### config.mk
export PLATFORM = sky130hd
export DESIGN_NAME = rob_alloc_ctrl
export DESIGN_NICKNAME = d
export VERILOG_FILES = /design/src/rtl/rob_alloc_ctrl_pkg.sv /design/src/rtl/rob_ptr_ctrl.sv /design/src/rtl/rob_alloc_ctrl.sv
export SDC_FILE = /design/constraint.sdc
export NUM_CORES = 1
export LEC_CHECK = 0
export ABC_CLOCK_PERIOD_IN_PS = 8850
export BUFFER_PORTS_ARGS = -buffer_cell sky130_fd_sc_hd__buf_4
export CAP_MARGIN = 20
export CORE_MARGIN = 1.5
export CORE_UTILIZATION = 38
export DETAILED_ROUTE_END_ITERATION = 8
export PLACE_DENSITY_LB_ADDON = 0.12
export SETUP_SLACK_MARGIN = 0.2
export SLEW_MARGIN = 20
export SYNTH_ARGS = -nofsm -noshare
export SYNTH_HDL_FRONTEND = slang
export SYNTH_SLANG_ARGS = --single-unit
### constraint.sdc
create_clock -name clk -period 8.85 [get_ports clk]
set_input_delay 0.4425 -clock clk [delete_from_list [all_inputs] [get_ports clk]]
set_output_delay 0.4425 -clock clk [all_outputs]
set_load 0.1 [all_outputs]
### src/rtl/rob_alloc_ctrl_pkg.sv
// Shared widths and entry layout for the banked reorder buffer.
package rob_alloc_ctrl_pkg;

  localparam int DISPATCH_WIDTH       = 2;
  localparam int DISPATCH_ADDR_WIDTH  = 1;
  localparam int ROB_ADDR_WIDTH       = 3;
  localparam int ROB_ROWS             = 1 << ROB_ADDR_WIDTH;
  localparam int ARCH_REGS_ADDR_WIDTH = 5;
  localparam int PHYS_REGS_ADDR_WIDTH = 6;

  typedef struct packed {
    logic                            valid;
    logic                            done;
    logic [ARCH_REGS_ADDR_WIDTH-1:0] arch_rd;
    logic [PHYS_REGS_ADDR_WIDTH-1:0] phys_rd;
  } rob_entry_t;

endpackage

### src/rtl/rob_ptr_ctrl.sv
// Head/tail/occupancy bookkeeping for the ROB; flush outranks alloc and retire.
module rob_ptr_ctrl
  import rob_alloc_ctrl_pkg::*;
(
  input  logic                      clk,
  input  logic                      rst_n,
  input  logic                      alloc,
  input  logic                      retire,
  input  logic                      flush,
  output logic [ROB_ADDR_WIDTH-1:0] head,
  output logic [ROB_ADDR_WIDTH-1:0] tail,
  output logic [ROB_ADDR_WIDTH:0]   count,
  output logic                      full
);

  localparam logic [ROB_ADDR_WIDTH-1:0] PTR_ONE   = ROB_ADDR_WIDTH'(1);
  localparam logic [ROB_ADDR_WIDTH:0]   CNT_ONE   = (ROB_ADDR_WIDTH + 1)'(1);
  localparam logic [ROB_ADDR_WIDTH:0]   CNT_LIMIT = (ROB_ADDR_WIDTH + 1)'(ROB_ROWS);

  always_ff @(posedge clk or negedge rst_n) begin
    if (!rst_n) begin
      head  <= '0;
      tail  <= '0;
      count <= '0;
    end else if (flush) begin
      head  <= '0;
      tail  <= '0;
      count <= '0;
    end else begin
      if (alloc)
        tail <= tail + PTR_ONE;
      if (retire)
        head <= head + PTR_ONE;
      // simultaneous alloc and retire leave occupancy unchanged
      if (alloc && !retire)
        count <= count + CNT_ONE;
      else if (retire && !alloc)
        count <= count - CNT_ONE;
    end
  end

  assign full = (count == CNT_LIMIT);

endmodule

### src/rtl/rob_alloc_ctrl.sv
// ROB allocation/retirement: one row per dispatch group, lane i in bank i, in-order row retire.
module rob_alloc_ctrl
  import rob_alloc_ctrl_pkg::*;
#(
  parameter int WB_WIDTH = 2
) (
  input  logic                                                  clk,
  input  logic                                                  rst_n,
  input  logic [DISPATCH_WIDTH-1:0]                             dispatch_en,
  input  logic [DISPATCH_WIDTH-1:0][ARCH_REGS_ADDR_WIDTH-1:0]   dispatch_arch_rd,
  input  logic [DISPATCH_WIDTH-1:0][PHYS_REGS_ADDR_WIDTH-1:0]   dispatch_phys_rd,
  output logic [DISPATCH_WIDTH-1:0][ROB_ADDR_WIDTH-1:0]         dispatch_rob_addr,
  output logic [DISPATCH_WIDTH-1:0][DISPATCH_ADDR_WIDTH-1:0]    dispatch_bank_addr,
  output logic                                                  dispatch_full,
  input  logic [WB_WIDTH-1:0]                                   cmpl_en,
  input  logic [WB_WIDTH-1:0][ROB_ADDR_WIDTH-1:0]               cmpl_rob_addr,
  input  logic [WB_WIDTH-1:0][DISPATCH_ADDR_WIDTH-1:0]          cmpl_bank_addr,
  input  logic                                                  flush,
  output logic [DISPATCH_WIDTH-1:0]                             commit_en,
  output logic [DISPATCH_WIDTH-1:0][ARCH_REGS_ADDR_WIDTH-1:0]   commit_arch_rd,
  output logic [DISPATCH_WIDTH-1:0][PHYS_REGS_ADDR_WIDTH-1:0]   commit_phys_rd,
  output logic [ROB_ADDR_WIDTH-1:0]                             commit_rob_addr
);

  rob_entry_t [DISPATCH_WIDTH-1:0] rows [ROB_ROWS];

  logic [ROB_ADDR_WIDTH-1:0] head;
  logic [ROB_ADDR_WIDTH-1:0] tail;
  logic [ROB_ADDR_WIDTH:0]   count;
  logic                      full;
  logic                      alloc;
  logic                      retire;
  logic                      retirable;
  logic                      row_done;

  assign alloc  = (|dispatch_en) && !full && !flush;
  assign retire = retirable && !flush;

  rob_ptr_ctrl u_ptr (
    .clk    (clk),
    .rst_n  (rst_n),
    .alloc  (alloc),
    .retire (retire),
    .flush  (flush),
    .head   (head),
    .tail   (tail),
    .count  (count),
    .full   (full)
  );

  assign dispatch_full = full;

  always_comb begin
    dispatch_rob_addr  = '0;
    dispatch_bank_addr = '0;
    for (int i = 0; i < DISPATCH_WIDTH; i++) begin
      dispatch_rob_addr[i]  = tail;
      dispatch_bank_addr[i] = DISPATCH_ADDR_WIDTH'(i);
    end
  end

  // retire check and commit outputs look only at registered state
  always_comb begin
    row_done       = 1'b1;
    commit_en      = '0;
    commit_arch_rd = '0;
    commit_phys_rd = '0;
    for (int b = 0; b < DISPATCH_WIDTH; b++) begin
      if (rows[head][b].valid && !rows[head][b].done)
        row_done = 1'b0;
    end
    retirable = (count != '0) && row_done;
    for (int b = 0; b < DISPATCH_WIDTH; b++) begin
      commit_en[b]      = retirable && rows[head][b].valid;
      commit_arch_rd[b] = rows[head][b].arch_rd;
      commit_phys_rd[b] = rows[head][b].phys_rd;
    end
    commit_rob_addr = head;
  end

  always_ff @(posedge clk or negedge rst_n) begin
    if (!rst_n) begin
      for (int r = 0; r < ROB_ROWS; r++)
        for (int b = 0; b < DISPATCH_WIDTH; b++)
          rows[r][b] <= '0;
    end else if (flush) begin
      for (int r = 0; r < ROB_ROWS; r++)
        for (int b = 0; b < DISPATCH_WIDTH; b++) begin
          rows[r][b].valid <= 1'b0;
          rows[r][b].done  <= 1'b0;
        end
    end else begin
      for (int k = 0; k < WB_WIDTH; k++) begin
        if (cmpl_en[k] && rows[cmpl_rob_addr[k]][cmpl_bank_addr[k]].valid)
          rows[cmpl_rob_addr[k]][cmpl_bank_addr[k]].done <= 1'b1;
      end
      if (retire) begin
        for (int b = 0; b < DISPATCH_WIDTH; b++) begin
          rows[head][b].valid <= 1'b0;
          rows[head][b].done  <= 1'b0;
        end
      end
      // tail equals head only when empty (no retire) or full (no alloc)
      if (alloc) begin
        for (int b = 0; b < DISPATCH_WIDTH; b++) begin
          rows[tail][b].valid   <= dispatch_en[b];
          rows[tail][b].done    <= 1'b0;
          rows[tail][b].arch_rd <= dispatch_arch_rd[b];
          rows[tail][b].phys_rd <= dispatch_phys_rd[b];
        end
      end
    end
  end

endmodule

# Word level (Yosys, flattened, before mapping)
# Index checks and enable logic that the tools add are counted.
[totals] ff_bits=218 input_bits=37 out_inout_bits=36 elab_cells=208
[classes] addsub=4 order_cmp=12 eq_ne=1 mux=91 bitwise=4 reduce_logical=29
[ops] op="208-bit bitwise mux" n=14
[ops] op="208-bit two-way mux" n=7
[ops] op="26-bit demux with 3-bit select" n=14
[ops] op="26-bit two-way mux" n=10
[ops] op="26-bit binary-select mux with 3-bit select" n=3
[ops] op="13-bit two-way mux" n=6
[ops] op="25-bit two-way mux" n=2
[ops] op="12-bit two-way mux" n=4
[ops] op="2-bit two-way mux" n=16
[ops] op="13-bit demux with 1-bit select" n=2
[ops] op="24-bit two-way mux" n=1
[ops] op="19-bit two-way mux" n=1
[ops] op="1-bit logical AND" n=18
[ops] op="4-bit >= comparator (second input constant)" n=4
[ops] op="4-bit by 1-bit less-than comparator with 1-bit output (second input constant)" n=4
[ops] op="3-bit NOT with 4-bit output" n=4
[ops] op="3-bit two-way mux" n=4
[ops] op="4-bit two-way mux" n=3
[ops] op="11-bit two-way mux" n=1
[ops] op="3-bit by 1-bit adder with 3-bit output (second input constant)" n=2
[ops] op="1-bit zero test" n=6
[ops] op="6-bit two-way mux" n=1
[ops] op="4-bit by 1-bit adder with 4-bit output (second input constant)" n=1
[ops] op="4-bit == test (second input constant)" n=1
[ops] op="other kinds (8)" n=12

# Longest topological paths before layout
[depth] ltp_word=28 mapped_depth=14 depth_no_buf=11

# Modules after synthesis
# A second synthesis with hierarchy kept.
[unflattened] hier_cells=1020 area_unflattened_um2=10591.4
[by_module_without_submodules] module="rob_alloc_ctrl" instances=1 cells_each=964 area_per_inst_um2=10000.8 seq_area_each_um2=5205.0
[by_module_without_submodules] module="rob_ptr_ctrl" instances=1 cells_each=56 area_per_inst_um2=590.6 seq_area_each_um2=250.2

# Worst setup path after synthesis
# Ideal clock, no wire load.
[synth_timing] kind="register to output" startpoint="register u_ptr.head[1]" endpoint="output commit_arch_rd[5] in the netlist's numbering" arrival_ns=4.478 t_required_ns=8.408 setup_slack_ns=3.930 stages_incl_launch_ff=9 path_buffers=4 path_cell_list="dfrtp_1 clkbuf_2 buf_2 buf_1 clkbuf_1 mux2i_1 nor2_1 a31oi_1 o21ai_0"
[synth_rtl] element="start, declared" line_no="rob_ptr_ctrl.sv:10" rtl="output logic [ROB_ADDR_WIDTH-1:0] head,"
[synth_rtl] element="start signal, assigned" line_no="rob_ptr_ctrl.sv:33" rtl="head <= head + PTR_ONE;"
[synth_rtl] element="end, declared" line_no="rob_alloc_ctrl.sv:20" rtl="output logic [DISPATCH_WIDTH-1:0][ARCH_REGS_ADDR_WIDTH-1:0] commit_arch_rd,"

# Worst setup path after layout
[layout_timing] startpoint="register u_ptr.head[0]" endpoint="register u_ptr.count[3]"
[layout_between] elab_chain_cells=14 word_cells_on_any_way=18 classes_between="7 x mux; 1 x bitwise; 10 x reduce/logical"
[layout_rtl] element="3-bit NOT with 4-bit output (not written as such) (*)" line_no="rob_alloc_ctrl.sv:69" rtl="if (rows[head][b].valid && !rows[head][b].done)"
[layout_rtl] element="26-bit binary-select mux with 3-bit select (*)" line_no="rob_alloc_ctrl.sv:69"
[layout_rtl] element="26-bit two-way mux (*) (2 in series)"
[layout_rtl] element="1-bit zero test" line_no="rob_alloc_ctrl.sv:69"
[layout_rtl] element="1-bit logical AND" line_no="rob_alloc_ctrl.sv:69"
[layout_rtl] element="1-bit two-way mux" line_no="rob_alloc_ctrl.sv:69"
[layout_rtl] element="1-bit two-way mux (*)" line_no="rob_alloc_ctrl.sv:69"
[layout_rtl] element="1-bit logical AND (*)" line_no="rob_alloc_ctrl.sv:72" rtl="retirable = (count != '0) && row_done;"
[layout_rtl] element="1-bit logical AND (*)" line_no="rob_alloc_ctrl.sv:37" rtl="assign retire = retirable && !flush;"
[layout_rtl] element="1-bit zero test" line_no="rob_ptr_ctrl.sv:35" rtl="if (alloc && !retire)"
[layout_rtl] element="1-bit logical AND" line_no="rob_ptr_ctrl.sv:35"
[layout_rtl] element="4-bit two-way mux" line_no="rob_ptr_ctrl.sv:35"
[layout_rtl] element="4-bit two-way mux" line_no="rob_ptr_ctrl.sv:25" rtl="end else if (flush) begin"
[layout_rtl] element="end signal, assigned" line_no="rob_ptr_ctrl.sv:36" rtl="count <= count + CNT_ONE;"
[layout_rtl] element="end signal, assigned" line_no="rob_ptr_ctrl.sv:38" rtl="count <= count - CNT_ONE;"
[layout_rtl] element="end, declared" line_no="rob_ptr_ctrl.sv:12" rtl="output logic [ROB_ADDR_WIDTH:0] count,"
# Every way passes the cells marked *; elsewhere a longest branch is shown, timed or not. The select of a mux whose other input is x is not followed.
# A chain may end at the register's enable or synchronous reset.

==> out/qor.yml <==
synthesis:
  avgSynthCellArea_sq_um: 11.4
  async_flop_share_pct: 100
  yosysUniqueCellTypes: 62
  ys_seq_area_share_pct: 50.3
  synth_flop_cell: "dfrtp_1"
  synth_cells: 951
  synthesis.area_sq_mm: 0.0108
  ys_seq_elements: 218
  yosys_warnings: 0
  synth_area_leaders: "dfrtp_1 50%, mux2_2 18%, nand2_1 5.5%"
  synth_enable_flop_cells: 0
  synth_top_area_cell: "dfrtp_1"
  synth_top_area_share_pct: 50.3
  synth_nets: 993
power_and_ir_drop:
  intPower_w: 0.00263
  leakage_nw: 5.64
  swShare_pct: 43.5
  p_sw_w: 0.00202
  powerDensity_mw_per_mm2: 372
  ir_drop_v: 0.000441
  power_frac_comb_pct: 45.9
  p_clk_share_pct: 22.7
  seq_power_share_pct: 31.4
job:
  maxCapViolCount: 0
detailed_routing:
  vias: 7639
  drc_errors: 0
  drtIter0Drc: 486
  wl_per_cell_microns: 21.2
  dr.pass1.iters: 5
  drt-vias-per-instance: 5.50
  drtAntennaViolNets: 0
  routed_wl_mm: 29.4
worst_hold_path:
  min-delay-path-class: "in2reg"
  hold_path_startpoint: "dispatch_arch_rd[6]"
  holdPathEnd: "rows[46]"
  hold_depth: 3
sta:
  drv_slew: 0
  min_period_ps: 4400
  fmax_ghz: 0.227
  rsz0062_at_grt: "no"
  fin_skew_ps: 9.36
  setup_viol: 0
  relSlewSlack_pct: 32.1
  fin_crit_sh_pct: 49.8
  worstMarginPinSlew_ps: 1010
  hold_violations: 0
  setup_tns_ps: 0
worst_setup_path:
  rrSetupSlack_ps: 4450
  crit_family: "compound AO/OA/AOI/OAI gates"
  cp_max_fo: 69
  r2r-end: "u_ptr.count[3]"
  arrival_ps: 4810
  cp-start-kind: "flip-flop"
  cp.required_ps: 9250
  crit_buf_inv: 1
  worstSetupEndpointType: "flip-flop"
  worst_path_largest_cell_delay_ps: 860
  slowest_stage: "buf_4"
  crit_type: "reg2reg"
  reg2reg_depth: 12
  timing.rr.start: "u_ptr.head[0]"
  path_cells: "buf_4 > nor2b_1 > a22oi_1 > o22ai_1 > o31a_1 > or3_1 > ha_1 > a21o_1 > a21oi_1 > and2_1 > mux2i_1 > mux2_1"
clock_tree:
  numCtsBuffers: 26
  clock_sinks: 218
  post-cts-setup-buffer-count: 0
  clk_pin_slew_ps: 60
  h-tree-depth: 1
  tritoncts: "yes"
  cts_root_buf: "clkbuf_16"
  clock_latency_ps: 520
  clockBufferDepth: 3
finish:
  multi_input_area_sq_mm: 0.00501
  finalInstanceArea_sq_mm: 0.0125
  fillCellCount: 2705
  seq_area_sq_mm: 0.00546
  layout_common_cells: "215 x dfrtp_1, 176 x mux2_2, 159 x nand2_1"
  stdcell_count: 1388
  num_antenna_cells: 0
  final_common_cell: "dfrtp_1"
  area_growth_pct: 15.5
  final_core_util_pct: 44.8
  drive_gt1_share_pct: 32.6
  layout.nets: 1035
floorplanning:
  fp.dieH_microns: 172
  die-width_microns: 172
  dieArea_sq_mm: 0.0296
  io_pins: 73
  std_cell_rows: 61
  core_area_sq_mm: 0.0279
  start_util_pct: 38.8
grt:
  grt_pass1_wl_mm: 46.4
  antenna_found_initial: 0
  grt_overflow: 0
  grtUsageTotal_pct: 20.4
  grt_max_degree: 134
  grt_pass1_vias: 7866
placement:
  postPlaceCellArea_sq_mm: 0.0117
  gp_congestion: 0.814
  dpl.cell_count: 1342
  post-dp-hpwl_mm: 16.3
  port_buffers: 70
run_status:
  status: "finished, final reports clean"
-- area by class of cell --
type | count | share of cell area, %
inverters | 19 | 0.569
well taps | 378 | 3.78
clock inverters | 8 | 0.559
clock buffers | 37 | 6.25
flip-flops and latches | 218 | 43.6
multi-input cells | 643 | 40.0
repair buffers | 85 | 5.27
-- power groups by stage --
stage / sequential, W / combinational [W] / clock, W
2_1_floorplan: 0.00147 / 0.00169 / 0
3_3_place_gp: 0.00147 / 0.00214 / 0
3_5_place_dp: 0.00148 / 0.00215 / 0
4_1_cts: 0.00146 / 0.00216 / 0.00108
5_1_grt: 0.00150 / 0.00227 / 0.00112
6_report: 0.00146 / 0.00214 / 0.00106
-- registers in the layout, indices dropped and copies added, names as in the netlist --
signal,cells
u_ptr.count,4
u_ptr.head,3
rows,208
u_ptr.tail,3
-- per-stage QoR --
| step | hold slack, ps | power (W) | worst slack (ps) |
|---|---|---|---|
| 3_5_place_dp | 461 | 0.00363 | 4440 |
| 3_3_place_gp | 456 | 0.00361 | 4490 |
| 2_1_floorplan | 147 | 0.00315 | 3930 |
| 4_1_cts | 157 | 0.00470 | 4410 |
| 5_1_grt | 175 | 0.00489 | 4140 |
| 6_report | 176 | 0.00466 | 4450 |
-- cells in the mapped netlist (all sizes together) (3+ instances only) --
master / number
o41ai: 9
nor4: 10
buf: 26
mux4: 4
o21ai: 24
o22ai: 11
nor2: 27
o22a: 22
or3: 3
inv: 19
nand2: 159
nor2b: 7
nand2b: 5
a311oi: 5
and2: 5
mux2: 181
ha: 4
dfrtp: 218
clkbuf: 45
a21oi: 9
nor3: 10
a31oi: 12
a22oi: 43
nand3: 7
xnor2: 3
nand3b: 9
and3: 3
a2111oi: 10
mux2i: 34
-- cells by family after synthesis --
| kind of cell | share of synthesized area, % |
|---|---|
| adders and majority gates | 0.646 |
| other | 0.0692 |
| and+or+nand+nor | 10.8 |
| AOI/OAI and AO/OA | 11.0 |
| xor gates and xnor gates | 0.577 |
| DFF | 50.3 |
| buffers and inverters | 3.65 |
| muxes | 23.0 |
-- worst register-to-register path, delay by kind of cell (launching register included) --
family / cells / cell delay [ps]
buf+inv: 1 / 860
fa+ha+maj: 1 / 240
mux: 2 / 400
compound gates: 5 / 1390
simple gates: 3 / 780
flops: 1 / 640
-- metal layers --
layer  wire length (microns)  GRT usage (%)
met4                     483           4.91
met3                    1230           2.54
met2                   13200           32.3
met1                   14400           29.8
met5                       0              0
-- what timing repair did --
item / in CTS / in global routing
gates resized for setup: 0 / 0
hold buffers: 1 / 0
hold endpoints to repair: 85 / 0
-- worst max path at each step --
| stage | startpoint | endpoint | slack [ps] | depth (start not counted) |
|---|---|---|---|---|
| after detailed placement | u_ptr.head[0] | u_ptr.count[3] | 4440 | 12 |
| after CTS | u_ptr.head[0] | commit_en[0] | 4410 | 7 |
| after global placement | u_ptr.head[0] | u_ptr.count[3] | 4490 | 12 |
| after global routing | u_ptr.head[0] | u_ptr.count[3] | 4140 | 12 |
| after floorplan | u_ptr.head[1] | commit_arch_rd[5] | 3930 | 8 |
| final | u_ptr.head[0] | u_ptr.count[3] | 4450 | 12 |
No activity file was read; power rests on OpenSTA's default activity.
